--- config.mk ---
export PLATFORM = sky130hd
export DESIGN_NAME = game_ctrl_fsm
export DESIGN_NICKNAME = d
export VERILOG_FILES = /design/src/rtl/game_ctrl_fsm.sv
export SDC_FILE = /design/constraint.sdc
export NUM_CORES = 1
export LEC_CHECK = 0
export ABC_CLOCK_PERIOD_IN_PS = 3150
export CAP_MARGIN = 0
export CORE_ASPECT_RATIO = 0.75
export CORE_MARGIN = 5
export CORE_UTILIZATION = 60
export DETAILED_ROUTE_END_ITERATION = 8
export DONT_BUFFER_PORTS = 1
export PLACE_DENSITY = 0.76
export SETUP_SLACK_MARGIN = 0.1
export SYNTH_ARGS = -nofsm -noshare
export SYNTH_HDL_FRONTEND = slang
export SYNTH_SLANG_ARGS = --single-unit
export TNS_END_PERCENT = 30
--- constraint.sdc ---
create_clock -name clk_d -period 3.15 [get_ports clk_d]
set_input_delay 0 -clock clk_d [delete_from_list [all_inputs] [get_ports clk_d]]
set_output_delay 0 -clock clk_d [all_outputs]
set_load 0.05 [all_outputs]
--- src/rtl/game_ctrl_fsm.sv ---
// game_ctrl_fsm: board-game status controller sequencing play states, counting moves
// and tracking the best winning step count since reset.
module game_ctrl_fsm #(
    parameter int STEP_W     = 14,
    parameter int STEP_MAX   = 9999,
    parameter bit WRAP_MODE  = 1'b0,
    parameter int MOVE_LIMIT = 0
) (
    input  logic              clk_d,
    input  logic              rst,
    input  logic              start_sw,
    input  logic              pause_sw,
    input  logic              win_flag,
    input  logic              ini_flag,
    input  logic              active,
    input  logic              time_up,
    output logic [2:0]        game_status,
    output logic [STEP_W-1:0] step_number,
    output logic              step_ovf,
    output logic              timer_en,
    output logic              timer_clr,
    output logic [STEP_W-1:0] best_steps,
    output logic              new_record
);
    localparam logic [2:0] CHOSE_BOARD  = 3'd0;
    localparam logic [2:0] GAME_INITIAL = 3'd1;
    localparam logic [2:0] GAMING       = 3'd2;
    localparam logic [2:0] PAUSED       = 3'd3;
    localparam logic [2:0] WINNED       = 3'd4;
    localparam logic [2:0] LOST         = 3'd5;

    logic [2:0] state, next_state;
    logic       win_first, limit_hit, counting, at_max, better;

    assign game_status = state;
    assign limit_hit   = (MOVE_LIMIT != 0) && (int'(step_number) >= MOVE_LIMIT);
    assign counting    = (state == GAME_INITIAL || state == GAMING) && active;
    assign at_max      = step_number == STEP_W'(STEP_MAX);
    assign better      = win_first && step_number < best_steps;

    always_comb begin
        next_state = CHOSE_BOARD;
        if (start_sw)
            case (state)
                CHOSE_BOARD:  next_state = GAME_INITIAL;
                GAME_INITIAL: next_state = win_flag ? WINNED : ini_flag ? GAMING : GAME_INITIAL;
                GAMING:       next_state = win_flag ? WINNED : (time_up || limit_hit) ? LOST :
                                           pause_sw ? PAUSED : GAMING;
                PAUSED:       next_state = pause_sw ? PAUSED : GAMING;
                WINNED:       next_state = WINNED;
                LOST:         next_state = LOST;
                default:      next_state = CHOSE_BOARD;
            endcase
    end

    always_ff @(posedge clk_d) begin
        if (rst) begin
            state       <= CHOSE_BOARD;
            step_number <= '0;
            best_steps  <= STEP_W'(STEP_MAX);
            step_ovf    <= 1'b0;
            timer_en    <= 1'b0;
            timer_clr   <= 1'b0;
            win_first   <= 1'b0;
            new_record  <= 1'b0;
        end else begin
            state     <= next_state;
            step_ovf  <= counting && at_max;
            timer_en  <= state == GAME_INITIAL || state == GAMING;
            timer_clr <= next_state == GAME_INITIAL && state != GAME_INITIAL;
            // flags the first cycle in WINNED so the record compare happens once per win
            win_first  <= next_state == WINNED && state != WINNED;
            new_record <= better;
            if (better)
                best_steps <= step_number;
            if (state == CHOSE_BOARD)
                step_number <= '0;
            else if (counting)
                step_number <= at_max ? (WRAP_MODE ? '0 : step_number) : step_number + STEP_W'(1);
        end
    end
endmodule
; ---- Word-level counts from Yosys, hierarchy flattened
; Cells that the tools add are included.
[totals]
ff_bits = 36
input_bits = 8
output_inout_bits = 35
word_cells = 37
[classes]
n_addsub = 1
order_cmp = 1
n_eq_ne = 10
muxes = 7
n_bitwise = 1
n_reduce_logical = 9
[op_table]
columns = cell, n
row1 = one-hot mux 3 bit (6 select lines), 1
row2 = adder 14 x 1 -> 14 bit (second input constant), 1
row3 = == test 14 bit (second input constant), 1
row4 = less-than comparator 14 bit, 1
row5 = two-way mux 3 bit, 4
row6 = == test 3 bit (second input constant), 3
row7 = == test 3 x 1 -> 1 bit (second input constant), 2
row8 = == test 3 x 2 -> 1 bit (second input constant), 2
row9 = logical AND 1 bit, 5
row10 = zero test 3 bit, 1
row11 = inequality test 3 x 1 -> 1 bit (second input constant), 1
row12 = inequality test 3 bit (second input constant), 1
row13 = two-way mux 2 bit, 1
row14 = AND reduction 2 bit, 1
row15 = OR reduction 2 bit, 1
row16 = logical OR 1 bit, 1
row17 = two-way mux 1 bit, 1
row18 = NOT 1 bit, 1

; ---- Depth between registers and ports, before layout
[logic_depth]
word_depth = 7
mapped_depth = 8
mapped_depth_nobuf = 6

; ---- Least setup slack after synthesis
; Ideal clock, no wire load.
[synth_timing]
path_kind = reg-to-reg
start = register best_steps[13]
end = register best_steps[3]
setup_time_ps = 72
arrival_ps = 2171
required_time_ps = 3078
setup_slack_ps = 907
path_stages_with_launch = 8
n_path_buf = 1
period_less_slack_ps = 2243
cell_sequence = dfxtp_1 inv_1 ha_1 a211oi_2 o221ai_1 a211oi_4 buf_8 mux2i_1
[synth_via]
elab_chain_len = 2
[synth_rtl]
columns = item, line
row1 = "start, declared", 22  ; output logic [STEP_W-1:0] best_steps,
row2 = "start signal, assigned", 60  ; best_steps <= STEP_W'(STEP_MAX);
row3 = "start signal, assigned", 75  ; best_steps <= step_number;
row4 = less-than comparator 14 bit, 39  ; assign better = win_first && step_number < best_steps;
row5 = logical AND 1 bit, 39
; No other way between the ends.
; A chain may end at the register's enable or synchronous reset.

; ---- Worst setup path in the final report
[layout_timing]
start = register step_number[11]
end = register best_steps[10]
[layout_via]
elab_chain_len = 2
[layout_rtl]
columns = item, line
row1 = "start, declared", 18  ; output logic [STEP_W-1:0] step_number,
row2 = "start signal, assigned", 79  ; step_number <= at_max ? (WRAP_MODE ? '0 : step_number) : step_number + STEP_W'(1);
row3 = less-than comparator 14 bit, 39
row4 = logical AND 1 bit, 39
; No other way between the ends.

==> metrics.txt <==
Post-synth EDFFs=0; Synth area leader=dfxtp_1; Clock Latency Late Sink=0.29 ns; CP Capture Type=register; Yosys reg bits=36; FF+latch area=721 um^2; Net Count, Synth=248; Pre-antenna DRT Iters=4; Synth warnings=0; CTS Buf Count=5; Worst Path Max Fanout=15; drt total wl=4.34 mm; Final #Nets=262; cell family with most CP delay=flip-flops; leakage=0.000928 uW; fillers=282; Final min period=2.39 ns; final hold viol count=0; Slowest cell on crit path=dfxtp_1; GRT Overall Usage=0.198; Worst Setup Start Kind=register; normalized max-slew margin=0.360; Synth top area share=0.363; core area=3240 um^2; maxcap violations=0; largest net degree at the start of global routing=32; Area contributors post-synth=dfxtp_1, ha_1, nor2_1; prevailing post-synth register cell=dfxtp_1; leading cell type in the layout, fill and taps excluded=nor2_1; Sw Ratio=0.228; Initial Util=0.612; Synth Instances=226; Worst-path clk slew=0.07 ns; Async SR Flop Fraction=0; ANT nets after route=0; fin. max-slew vios=0; sequential share of the synthesized area=0.363; share of total power in the clock network=0.437; I/O pin count=43; final non-filler cell total=281; Avg Vias per Cell=5.50; PortBufs=0; Die ar.=4570 um^2; critical path depth=6; # DRC=0; Cell variety after synth=40; die height=59.8 um; f_max=418 MHz; cell area after synthesis=1990 um^2; share of layout cells above drive strength 1=0.129; global-route wire length before repair=6.97 mm; HP Class=primary input to register; Via Count=1,546; CP arrival=2.61 ns; clk_skew=0.00381 ns; Mapped Avg Cell Area=8.79 um^2; vias in the first global route=1,429; Worst Tran Pin Value=0.957 ns; Hold Crit Depth=2; Max Root-Sink Buffers=2; Rows=18; r2r worst-path depth=6; Final period util=0.760; CTS Sinks=36; sequential share of power=0.508; post_cts resized=0; data required time of the worst path=3.36 ns; Iteration-0 DRC Markers=124; Die Wd=76.4 um; final setup vio count=0; # diodes=0; Final HPWL DP=3.08 mm; internal power=711 uW; area grow syn2layout=12.1%; slowest stage delay, CP=0.80 ns; commonest cells after routing, fill and taps aside=nor2_1, dfxtp_1, inv_1; CTS Root Cell=clkbuf_8; initial antenna violation count=0; Psw=210 uW; WL per Instance=15.4 um; crit path cell chain=ha_1 > nand4_1 > o221ai_1 > a211oi_4 > buf_4 > mux2i_1; gpl congestion=0.814; CP Class=register to register; pwr dens=414 nW/um^2; Logic pwr share=0.055; Post-CTS Setup Repair Bufs=0; unrepaired setup endpoints after global routing=false; multi-input logic area=1140 um^2; peak supply drop=229 uV; Hold Buf Count CTS=4; setup_tns=0 ns; Worst Path Buf+Inv=1; outcome=finished clean; H-tree levels=2; CTS tree=yes; global route total overflow=0; placed instance count=269
[Yosys cell counts (all sizes together) (4+ instances only)]
library cell / number
xor2: 14
inv: 16
ha: 14
nand2b: 14
mux2i: 14
buf: 6
and2: 4
nor3b: 4
nor2: 39
dfxtp: 36
nand3: 4
a21oi: 9
nor3: 5
clkbuf: 5
nand2: 8
and3: 6
nand4: 12
[flip-flops by register name (all words and copies together) (netlist names)]
signal	flops
new_record	1
timer_en	1
best_steps	14
game_status	3
step_number	14
timer_clr	1
win_first	1
step_ovf	1
[routing by layer]
layer / vias to the layer above / global-route usage / share of wire
li1: 786 / - / -
met2: 46 / 0.299 / 0.43
met1: 709 / 0.254 / 0.48
met3: 5 / 0.0753 / 0.080
met4: 0 / 0.0898 / 0.013
met5: - / 0 / 0
[final cells by class]
cell class	instances	share of cell area
Clock buffer	5	0.0309
Sequential cell	36	0.324
Inverter	16	0.0270
Clock inverter	3	0.0191
Tap cell	40	0.0225
Timing Repair Buffer	18	0.0652
Multi-Input combinational cell	163	0.512
[worst reg2reg max path, stage by stage (launching register included)]
cell      delay [ns]
dfxtp_1         0.80
ha_1            0.38
nand4_1         0.15
o221ai_1        0.19
a211oi_4        0.23
buf_4           0.31
mux2i_1         0.25
[per-stage QoR]
stage          hold WS, ns  power, uW  utilization  area, um^2  worst slack, ns
4_1_cts            0.00513        929        0.686        2230            0.758
3_3_place_gp        0.0760        519        0.640        2070            0.872
6_report            0.0207        921        0.686        2230            0.755
5_1_grt             0.0166        957        0.686        2230            0.599
3_5_place_dp        0.0781        520        0.640        2070            0.814
2_1_floorplan        0.184        519            -        1990            0.907
[cells by family after synthesis]
group / after synthesis / synth area share
simple gates: 103 / 0.272
flops: 36 / 0.363
buf+inv: 27 / 0.0636
compound gates: 18 / 0.0807
xor+xnor: 14 / 0.0618
mux: 14 / 0.0706
fa+ha+maj: 14 / 0.0882
[power groups by stage]
stage	clock, uW	combinational (uW)	sequential, uW
floorplan	0	33.1	485
global route	433	56.3	468
finish	402	51.0	468
CTS	411	50.2	468
global placement	0	41.0	478
detailed placement	0	41.7	478
[worst paths after layout]
kind                                      start              to  slack, ns
worst max register to register  step_number[11]  best_steps[10]       0.76
worst min-delay path                   ini_flag  game_status[1]       0.02
worst min register to register  step_number[13]  best_steps[13]       0.63
worst max-delay path            step_number[11]  best_steps[10]       0.76
Power figures use the tool's default switching activity.
